### config.mk
export PLATFORM = sky130hd
export DESIGN_NAME = serial_subtractor
export DESIGN_NICKNAME = d
export VERILOG_FILES = /design/src/rtl/dsd_pkg.sv /design/src/rtl/subtractor_slice.sv /design/src/rtl/serial_subtractor.sv
export SDC_FILE = /design/constraint.sdc
export NUM_CORES = 1
export LEC_CHECK = 0
export ABC_AREA = 0
export BUFFER_PORTS_ARGS = -buffer_cell sky130_fd_sc_hd__buf_2
export CAP_MARGIN = 5
export CORE_ASPECT_RATIO = 1.1
export CORE_MARGIN = 2
export CORE_UTILIZATION = 31
export DETAILED_ROUTE_END_ITERATION = 6
export PLACE_DENSITY = 0.55
export REMOVE_ABC_BUFFERS = 1
export SLEW_MARGIN = 10
export SYNTH_ARGS = -nofsm -noshare
export SYNTH_HDL_FRONTEND = slang
export SYNTH_SLANG_ARGS = --single-unit
### constraint.sdc
create_clock -name clk -period 4.1 [get_ports clk]
set_input_delay 0.41 -clock clk [delete_from_list [all_inputs] [get_ports clk]]
set_output_delay 0.41 -clock clk [all_outputs]
set_load 0.02 [all_outputs]
### src/rtl/dsd_pkg.sv
// Shared definitions for the serial datapath blocks: FSM state type and
// a counter-sizing helper.
package dsd_pkg;

   typedef enum logic {
      S_IDLE = 1'b0,
      S_RUN  = 1'b1
   } state_t;

   // Ceiling log2; returns 0 for v <= 1 so callers add their own headroom bit.
   function automatic int unsigned clog2_safe(input int unsigned v);
      int unsigned r;
      r = 0;
      while ((32'd1 << r) < v) begin
         r = r + 1;
      end
      return r;
   endfunction

endpackage

### src/rtl/subtractor_slice.sv
// Combinational ripple of SLICE full subtractors: d = x - y - bin, bout = final borrow.
module subtractor_slice #(
   parameter int unsigned SLICE = 1
) (
   input  logic [SLICE-1:0] x,
   input  logic [SLICE-1:0] y,
   input  logic             bin,
   output logic [SLICE-1:0] d,
   output logic             bout
);

   logic [SLICE:0] c;

   always_comb begin
      c    = '0;
      d    = '0;
      c[0] = bin;
      for (int unsigned i = 0; i < SLICE; i++) begin
         d[i]   = x[i] ^ y[i] ^ c[i];
         c[i+1] = (~x[i] & y[i]) | (~(x[i] ^ y[i]) & c[i]);
      end
      bout = c[SLICE];
   end

endmodule

### src/rtl/serial_subtractor.sv
// Multi-cycle subtractor: diff = a - b - borrow_in, SLICE bits per cycle, LSB first,
// with start/busy/done handshake, unsigned borrow and signed overflow reporting.
module serial_subtractor
   import dsd_pkg::*;
#(
   parameter int unsigned WIDTH = 8,
   parameter int unsigned SLICE = 1
) (
   input  logic             clk,
   input  logic             rst,
   input  logic             start,
   input  logic [WIDTH-1:0] a,
   input  logic [WIDTH-1:0] b,
   input  logic             borrow_in,
   output logic             busy,
   output logic             done,
   output logic [WIDTH-1:0] diff,
   output logic             borrow_out,
   output logic             ovf
);

   localparam int unsigned N  = WIDTH / SLICE;
   localparam int unsigned CW = clog2_safe(N) + 1;

   if (WIDTH < 2 || (WIDTH % SLICE) != 0) begin : g_bad_params
      $error("serial_subtractor: WIDTH must be >= 2 and a multiple of SLICE");
   end

   state_t           state_q, state_d;
   logic [CW-1:0]    count_q, count_d;
   logic [WIDTH-1:0] a_sh_q, a_sh_d;
   logic [WIDTH-1:0] b_sh_q, b_sh_d;
   logic [WIDTH-1:0] res_q, res_d;
   logic [WIDTH-1:0] diff_q, diff_d;
   logic             borrow_q, borrow_d;
   logic             a_msb_q, a_msb_d;
   logic             b_msb_q, b_msb_d;
   logic             done_q, done_d;
   logic             borrow_out_q, borrow_out_d;
   logic             ovf_q, ovf_d;

   logic [SLICE-1:0] sl_d;
   logic             sl_bout;
   logic             last;

   subtractor_slice #(.SLICE(SLICE)) u_slice (
      .x   (a_sh_q[SLICE-1:0]),
      .y   (b_sh_q[SLICE-1:0]),
      .bin (borrow_q),
      .d   (sl_d),
      .bout(sl_bout)
   );

   assign last = (count_q == CW'(N - 1));

   always_ff @(posedge clk) begin
      if (rst) begin
         state_q      <= S_IDLE;
         count_q      <= '0;
         a_sh_q       <= '0;
         b_sh_q       <= '0;
         res_q        <= '0;
         diff_q       <= '0;
         borrow_q     <= 1'b0;
         a_msb_q      <= 1'b0;
         b_msb_q      <= 1'b0;
         done_q       <= 1'b0;
         borrow_out_q <= 1'b0;
         ovf_q        <= 1'b0;
      end else begin
         state_q      <= state_d;
         count_q      <= count_d;
         a_sh_q       <= a_sh_d;
         b_sh_q       <= b_sh_d;
         res_q        <= res_d;
         diff_q       <= diff_d;
         borrow_q     <= borrow_d;
         a_msb_q      <= a_msb_d;
         b_msb_q      <= b_msb_d;
         done_q       <= done_d;
         borrow_out_q <= borrow_out_d;
         ovf_q        <= ovf_d;
      end
   end

   always_comb begin
      state_d = state_q;
      case (state_q)
         S_IDLE:  if (start) state_d = S_RUN;
         S_RUN:   if (last)  state_d = S_IDLE;
         default: state_d = S_IDLE;
      endcase
   end

   always_comb begin
      count_d      = count_q;
      a_sh_d       = a_sh_q;
      b_sh_d       = b_sh_q;
      res_d        = res_q;
      diff_d       = diff_q;
      borrow_d     = borrow_q;
      a_msb_d      = a_msb_q;
      b_msb_d      = b_msb_q;
      done_d       = 1'b0;
      borrow_out_d = borrow_out_q;
      ovf_d        = ovf_q;
      if (state_q == S_IDLE && start) begin
         a_sh_d   = a;
         b_sh_d   = b;
         borrow_d = borrow_in;
         a_msb_d  = a[WIDTH-1];
         b_msb_d  = b[WIDTH-1];
         count_d  = '0;
      end else if (state_q == S_RUN) begin
         // Operand MSBs are kept aside because the shift registers drain them.
         a_sh_d   = a_sh_q >> SLICE;
         b_sh_d   = b_sh_q >> SLICE;
         res_d    = (res_q >> SLICE) | (WIDTH'(sl_d) << (WIDTH - SLICE));
         borrow_d = sl_bout;
         count_d  = count_q + CW'(1);
         if (last) begin
            diff_d       = res_d;
            borrow_out_d = sl_bout;
            ovf_d        = (a_msb_q != b_msb_q) && (res_d[WIDTH-1] != a_msb_q);
            done_d       = 1'b1;
         end
      end
   end

   always_comb begin
      busy       = (state_q == S_RUN);
      done       = done_q;
      diff       = diff_q;
      borrow_out = borrow_out_q;
      ovf        = ovf_q;
   end

endmodule
## After elaboration in Yosys (flattened, before gate mapping)

Cells that the tools add are included.

| word-level totals | value |
|---|---|
| logic and storage cells | 43 |
| register bits | 43 |
| input bits | 20 |
| output and inout bits | 12 |

| operators by class | value |
|---|---|
| $add $sub $neg | 1 |
| eq/ne operators | 3 |
| reductions and logical operators | 7 |
| bitwise gates (word level) | 10 |
| mux-type cells | 10 |

Operator list:

| operator | count |
|---|---|
| $mux W8 | 4 |
| $or A7 B8 Y8 | 1 |
| $mux W1 | 5 |
| $add A4 B1 Y4 const B | 1 |
| $eq A4 B3 Y1 const B | 1 |
| $not A1 Y1 | 4 |
| $reduce_and A3 Y1 | 1 |
| $reduce_or A3 Y1 | 1 |
| $and A1 B1 Y1 | 2 |
| $logic_and A1 B1 Y1 | 2 |
| $ne A1 B1 Y1 | 2 |
| $pmux W1 S2 | 1 |
| $reduce_and A2 Y1 | 1 |
| $reduce_bool A2 Y1 | 1 |
| $reduce_or A2 Y1 | 1 |
| $xor A1 B1 Y1 | 2 |
| $or A1 B1 Y1 | 1 |

## Logic depth before layout (Yosys ltp)

Gate-level depths: netlist of run 1.

| depth | value |
|---|---|
| word-level depth | 6 |
| mapped depth | 5 |
| gate-level depth less buffers | 5 |

## Modules after synthesis

From an unflattened synthesis of run 1, not the netlist that was laid out.

| unflattened totals | value |
|---|---|
| cell total of the unflattened synthesis | 161 |
| area, all modules | 1,717.9 um2 |

By module, submodules not included:

| module | times used | cells an instance | area each (um2) | sequential area each (um2) |
|---|---|---|---|---|
| serial_subtractor | 1 | 157 | 1,686.6 | 840.8 |
| subtractor_slice | 1 | 4 | 31.3 | 0.0 |

## Worst setup path after synthesis of run 1

OpenSTA, ideal clock, no wires.

| timing path | value |
|---|---|
| path type | register to register |
| start | reg state_q, in the netlist busy |
| end | reg diff_q[7], in the netlist diff[7] |
| path buffers | 2 |
| required time | 3.983 ns |
| clock period less this slack | 1.320 ns |
| stages on the path, launching flop included | 6 |
| library setup time | 0.117 ns |
| slack | 2.780 ns |
| data arrival time | 1.203 ns |
| path through | dfxtp_1 buf_4 nand4b_4 nor2b_4 buf_6 a22o_1 |

| between the ends | value |
|---|---|
| cells in the longest elaborated chain, start to end | 4 |

Ends and longest elaborated chain:

| item | RTL line | source |
|---|---|---|
| start, declared | serial_subtractor.sv:29 | `state_t state_q, state_d;` |
| start signal, assigned | serial_subtractor.sv:71 | `state_q <= state_d;` |
| $not A1 Y1 | - |  |
| $logic_and A1 B1 Y1 | serial_subtractor.sv:107 | `if (state_q == S_IDLE && start) begin` |
| $not A1 Y1 (no source line) | - |  |
| $reduce_and A3 Y1 (no source line) * | - |  |
| end signal, assigned | serial_subtractor.sv:76 | `diff_q <= diff_d;` |
| end, declared | serial_subtractor.sv:34 | `logic [WIDTH-1:0] diff_q, diff_d;` |

Every way passes the cells marked *; elsewhere a longest branch is shown, timed or not.
A chain may end at the register's enable or synchronous reset.

## Worst setup path in the final report of run 1

| timing path | value |
|---|---|
| start | reg state_q, in the netlist busy |
| end | out busy |

RTL lines:

| item | RTL line | source |
|---|---|---|
| end, declared | serial_subtractor.sv:15 | `output logic busy,` |

No word-level cell between the ends.

==> flow_summary.toml, run 1 <==
[run_status]
status = "completed"

[floorplanning]
core_area_um2 = 5400
placementRows = 28
start_util_pct = 32.1
dieHeight_um = 82.3
io_pins = 32
die-area_um2 = 6190
die_x_um = 75.2

[yosys]
synthFlopType = "dfxtp_1"
ys.warnings.count = 0
syn_area_um2 = 1730
ys_seq_elements = 42
synth_top_area_share_pct = 48.6
synth_cell_types = 29
synth-edff-count = 0
syn_avg_cell_area_um2 = 10.7
async_reset_ff_share_pct = 0
synth_top_cell_by_area = "dfxtp_1"
syn_inst = 161
synthTopCellsByArea = "dfxtp_1, mux2i_1, mux2_2"
yosysSeqAreaShare_pct = 48.6

[placement]
io_buffers = 31
dp.final_hpwl_mm = 1.95
gp_congestion = 0.662

[critical_path]
required_ps = 3690
path_depth = 1
crit_path_top_delay_cell = "dfxtp_2"
reg2reg_from = "busy$_SDFF_PP0_"
worstPathBufferInverterCount = 1
crit_arrival_ps = 1560
start_kind = "register"
slowest_delay_ps = 960
cp_cell_sequence = "buf_2"
rrSetupSlack_ps = 2350
worstSetupStartpoint = "busy$_SDFF_PP0_"
critical_path_class = "reg2out"
path_max_fanout = 38
endpoint = "busy"
cp-end-kind = "output pin"
r2r_end = "diff[3]$_SDFFE_PP0P_"
path_delay_family = "flip-flops"
rr_worst_depth = 3

[drt]
drtAntennaViolNets = 0
wl_per_cell_um = 11.3
via_per_inst = 4.48
drt-total-wl_mm = 2.99
vias = 1182
drcViolationCount = 0
drt_iter0_markers = 25
firstDrtPassIters = 2

[clocking]
cts_setup_buffers = 0
root_buffer = "clkbuf_8"
clkLatencyLatePin_ps = 290
clkTransAtPathRegs_ps = 80
cts.htree.levels = 2
cts_resized = 0
cts_buffers = 5
cts_num_sinks = 42
clock_path_buffers = 2
cts_tree = "done"
holdBufCountCts = 0

[global_routing]
grt_max_degree = 39
grt_pass1_vias = 1144
overflow = 0
grt_util_all_layers_pct = 10.8
grt_pass1_wl_mm = 5.06
grt_antenna_before_repair = 0

[sta]
setup-violations-final = 0
period_share_pct = 48.0
grt_setup_unrepaired = "no"
setup-tns-final_ps = 0
relSlewSlack_pct = 36.7
max_clock_freq_ghz = 0.508
timing.hold.ws_ps = 364
tightest_slew_ps = 950
fin_crit_ps = 1970
hold_violations = 0
finalMaxSlewViolations = 0
clock_skew_ps = 3.92

[hold_path]
hold_class = "in2reg"

[final_layout]
fin_util_pct = 37.5
fill_cells = 576
num_antenna_cells = 0
nets = 210
drive_gt1_share_pct = 30.2
syn_to_final_growth_pct = 16.9

[pwr]
ir_drop_mv = 0.213
p_leak_nw = 0.903
p_per_area_nw_per_um2 = 412
total_power_mw = 0.833

[job]
drv_cap = 0
## per-stage QoR
step / setup WS, ps / cells / instance area, um2
after global routing: 2040 / 264 / 2020
after global placement: 2380 / 256 / 1910
final: 2130 / 264 / 2020
after floorplan: 2040 / 150 / 1660
after detailed placement: 2340 / 256 / 1910
after CTS: 2090 / 264 / 2020
## placed cells by master, fill, tap and decap left out
master / synthesis / layout
nor2_1: 25 / 25
o21a_1: 1 / 1
inv_1: 3 / 3
o21ai_0: 2 / 2
nor2b_1: 3 / 3
fa_1: 1 / 1
xor2_1: 1 / 1
dfxtp_1: 42 / 41
nor3b_1: 2 / 2
a21o_1: 1 / 1
nand2_1: 4 / 4
clkbuf_8: 0 / 5
nand3_1: 1 / 1
nor2_2: 1 / 1
dfxtp_2: 0 / 1
clkinv_2: 0 / 2
nor3_1: 3 / 3
mux2i_1: 24 / 24
mux2_2: 14 / 14
o22ai_1: 1 / 1
a211oi_1: 3 / 3
bufinv_16: 0 / 1
ha_1: 1 / 1
a21oi_1: 5 / 5
nand4b_4: 1 / 1
nand2b_1: 1 / 1
a22o_1: 9 / 9
nor2b_4: 1 / 1
buf_2: 3 / 31
## state kept, by name, summed over array words and instances (netlist names)
name,count
a_sh_q,8
b_sh_q,8
diff,8
res_q,7
count_q,4
a_msb_q,1
b_msb_q,1
borrow_out,1
borrow_q,1
busy,1
done,1
ovf,1
## power breakdown
group / internal (mW) / switching (mW)
clock: 0.179 / 0.139
sequential: 0.423 / 0.0181
combinational: 0.0407 / 0.0321
total: 0.643 / 0.189
## worst min-delay path by stage
stage / startpoint / endpoint / slack (ps) / cells after the start
6_report: b[7] / b_msb_q$_SDFFE_PP0P_ / 360 / 3
5_1_grt: b[7] / b_msb_q$_SDFFE_PP0P_ / 360 / 3
3_3_place_gp: borrow_out$_SDFFE_PP0P_ / borrow_out$_SDFFE_PP0P_ / 460 / 1
4_1_cts: b[7] / b_msb_q$_SDFFE_PP0P_ / 360 / 3
3_5_place_dp: borrow_out$_SDFFE_PP0P_ / borrow_out$_SDFFE_PP0P_ / 460 / 1
2_1_floorplan: res_q[1]$_SDFFE_PP0P_ / diff[0]$_SDFFE_PP0P_ / 440 / 1
## Yosys cell counts, types with 2 or more instances
cell type and count:
buf_4 4, inv_1 3, a211oi_1 3, nor2_1 25, dfxtp_1 42, nor2b_1 3, mux2_2 14, a22o_1 9
a21oi_1 5, buf_2 3, o21ai_0 2, mux2i_1 24, nor3b_1 2, nand2_1 4, buf_1 2, nor3_1 3
## per-layer routing
| metal | part of all wire (%) | vias to the layer above | track usage [%] |
|---|---|---|---|
| met5 | 0 | - | 0 |
| li1 | - | 611 | - |
| met3 | 5.9 | 7 | 3.76 |
| met1 | 52 | 533 | 14.1 |
| met4 | 1.5 | 0 | 4.74 |
| met2 | 41 | 31 | 16.0 |
## area by class of cell
cell class              instances  area (um2)  area share [%]
multi-input cells             105         810            40.1
clock inverters                 3        40.0            1.98
repair buffers                 31         155            7.68
flip-flops and latches         42         842            41.7
clock buffers                   5        68.8            3.41
inverters                       3        11.3           0.557
well taps                      75        93.8            4.64
## kinds of logic (layout without fill, tap and decap cells)
family / after synthesis / after routing / synth area share (%)
AO/OA/AOI/OAI: 22 / 22 / 9.12
XOR/XNOR: 1 / 1 / 0.507
adder cells (fa/ha/maj): 2 / 2 / 1.88
buffers and inverters: 14 / 42 / 4.56
flip-flops: 42 / 42 / 48.6
multiplexers: 38 / 38 / 23.0
AND/OR/NAND/NOR: 42 / 42 / 12.3
(Power assumes the default switching activity.)
==> inputs of run 2 (changes only) <==
--- a/config.mk
+++ b/config.mk
@@ -12,7 +12,7 @@
 export CORE_MARGIN = 2
 export CORE_UTILIZATION = 31
 export DETAILED_ROUTE_END_ITERATION = 6
-export PLACE_DENSITY = 0.55
+export PLACE_DENSITY = 0.56
 export REMOVE_ABC_BUFFERS = 1
 export SLEW_MARGIN = 10
 export SYNTH_ARGS = -nofsm -noshare
==> constraint.sdc (replaced) <==
create_clock -name clk -period 1.6 [get_ports clk]
set_input_delay 0.16 -clock clk [delete_from_list [all_inputs] [get_ports clk]]
set_output_delay 0.16 -clock clk [all_outputs]
set_load 0.02 [all_outputs]
==> run 2 against run 1 <==
Compared with the run above:
- non-clock buffer count grew 6
- total power is 140% higher
- via count is 2.5% higher
- wire length is 2.8% higher
- sequential power grew to 2.5 times the previous value
- critical path depth grew 4
- clock power is 97% higher
- clock-buffer cell count is 2 higher
- final cell count increased by 1.9%
- flip-flop and latch count is the same
- clock skew decreased by 2.4 ps
- global-route usage rose by 0.60 points
- largest power group unchanged
==> flow_summary.toml, run 2 (synthesized netlist as in run 1, its figures left out) <==
[run_status]
status = "completed"

[critical_path]
crit_arrival_ps = 1610
critical_path_class = "reg2reg"
cp-end-kind = "register"
required_ps = 1830
start_kind = "register"
path_max_fanout = 4

[drt]
via_per_inst = 4.51
drtAntennaViolNets = 0
drt_iter0_markers = 63
drt-total-wl_mm = 3.08
wl_per_cell_um = 11.4
vias = 1212
drcViolationCount = 0
firstDrtPassIters = 4

[sta]
tightest_slew_ps = 445
timing.hold.ws_ps = 131
hold_violations = 0
relSlewSlack_pct = 70.3
period_share_pct = 85.8
worst_slack_ps = 227
finalMaxSlewViolations = 0
setup-tns-final_ps = 0
setup-violations-final = 0
grt_setup_unrepaired = "no"
clock_skew_ps = 1.50
max_clock_freq_ghz = 0.728
fin_crit_ps = 1370

[floorplanning]
start_util_pct = 32.1
io_pins = 32
die_x_um = 75.2
dieHeight_um = 82.3
die-area_um2 = 6190
placementRows = 28
core_area_um2 = 5400

[clocking]
clkTransAtPathRegs_ps = 70
holdBufCountCts = 0
clkLatencyLatePin_ps = 290
root_buffer = "clkbuf_8"
clock_path_buffers = 2
cts_resized = 0
cts.htree.levels = 2
cts_setup_buffers = 0
cts_buffers = 5
cts_num_sinks = 42
cts_tree = "done"

[final_layout]
fin_util_pct = 37.7
layout_commonest_cell = "dfxtp_1"
instances_no_fill = 269
syn_to_final_growth_pct = 17.6
nets = 216
num_antenna_cells = 0
fin_area_um2 = 2030
layout_common_cells = "dfxtp_1, buf_2, nor2_1, mux2i_1, mux2_2"
drive_gt1_share_pct = 30.9

[placement]
dp.final_hpwl_mm = 2.19
io_buffers = 31
pre_cts_slack_ps = 242
placed_cell_area_um2 = 1960
gp_congestion = 0.687
placedCellCount = 262

[pwr]
p_per_area_nw_per_um2 = 963
p_leak_nw = 0.913
ir_drop_mv = 0.486
total_power_mw = 1.96

[global_routing]
grt_util_all_layers_pct = 11.4
grt_pass1_wl_mm = 5.33
overflow = 0
grt_max_degree = 21
grt_antenna_before_repair = 0
grt_pass1_vias = 1163

[hold_path]
hold_class = "in2reg"

[job]
drv_cap = 0
-- run 2: changes by cell type in the layout (fill, tap and decap cells not counted), sizes merged --
cell / before / now
clkbuf: 5 / 7
bufinv: 1 / 0
clkinv: 2 / 0
buf: 31 / 37
-- run 2: cell type report --
class	instances	area (um2)
clock buffers	7	76.3
fillers	586	3360
inverters	3	11.3
multi-input cells	105	810
flip-flops and latches	42	842
well taps	75	93.8
repair buffers	37	200
-- run 2: worst max-delay path, stage by stage, from the launching register on --
cell     delay (ps)
dfxtp_1         330
inv_1            60
fa_1            590
nand2_1          70
o22ai_1         140
a22o_1          130
-- run 2: path summary, 6_finish.rpt --
check / from / cells after the start / to / slack [ps]
setup / recovery: b_sh_q[0]$_SDFFE_PP0P_ / 5 / ovf$_SDFFE_PP0P_ / 230
hold / removal: b[7] / 3 / b_msb_q$_SDFFE_PP0P_ / 130
setup reg to reg: b_sh_q[0]$_SDFFE_PP0P_ / 5 / ovf$_SDFFE_PP0P_ / 230
hold reg to reg: borrow_out$_SDFFE_PP0P_ / 1 / borrow_out$_SDFFE_PP0P_ / 460
-- run 2: power by group --
group	total, mW	internal (mW)	switching, mW	leakage, nW
registers	1.11	1.09	0.0253	0.342
clock network	0.627	0.300	0.326	0.0383
logic	0.220	0.113	0.106	0.532
total	1.96	1.50	0.458	0.913
-- run 2: layer usage --
metal	GRT usage (%)	part of all wire, %
met5	0	0
met4	4.74	1.5
met3	4.00	6.1
met2	16.5	41
met1	15.3	51
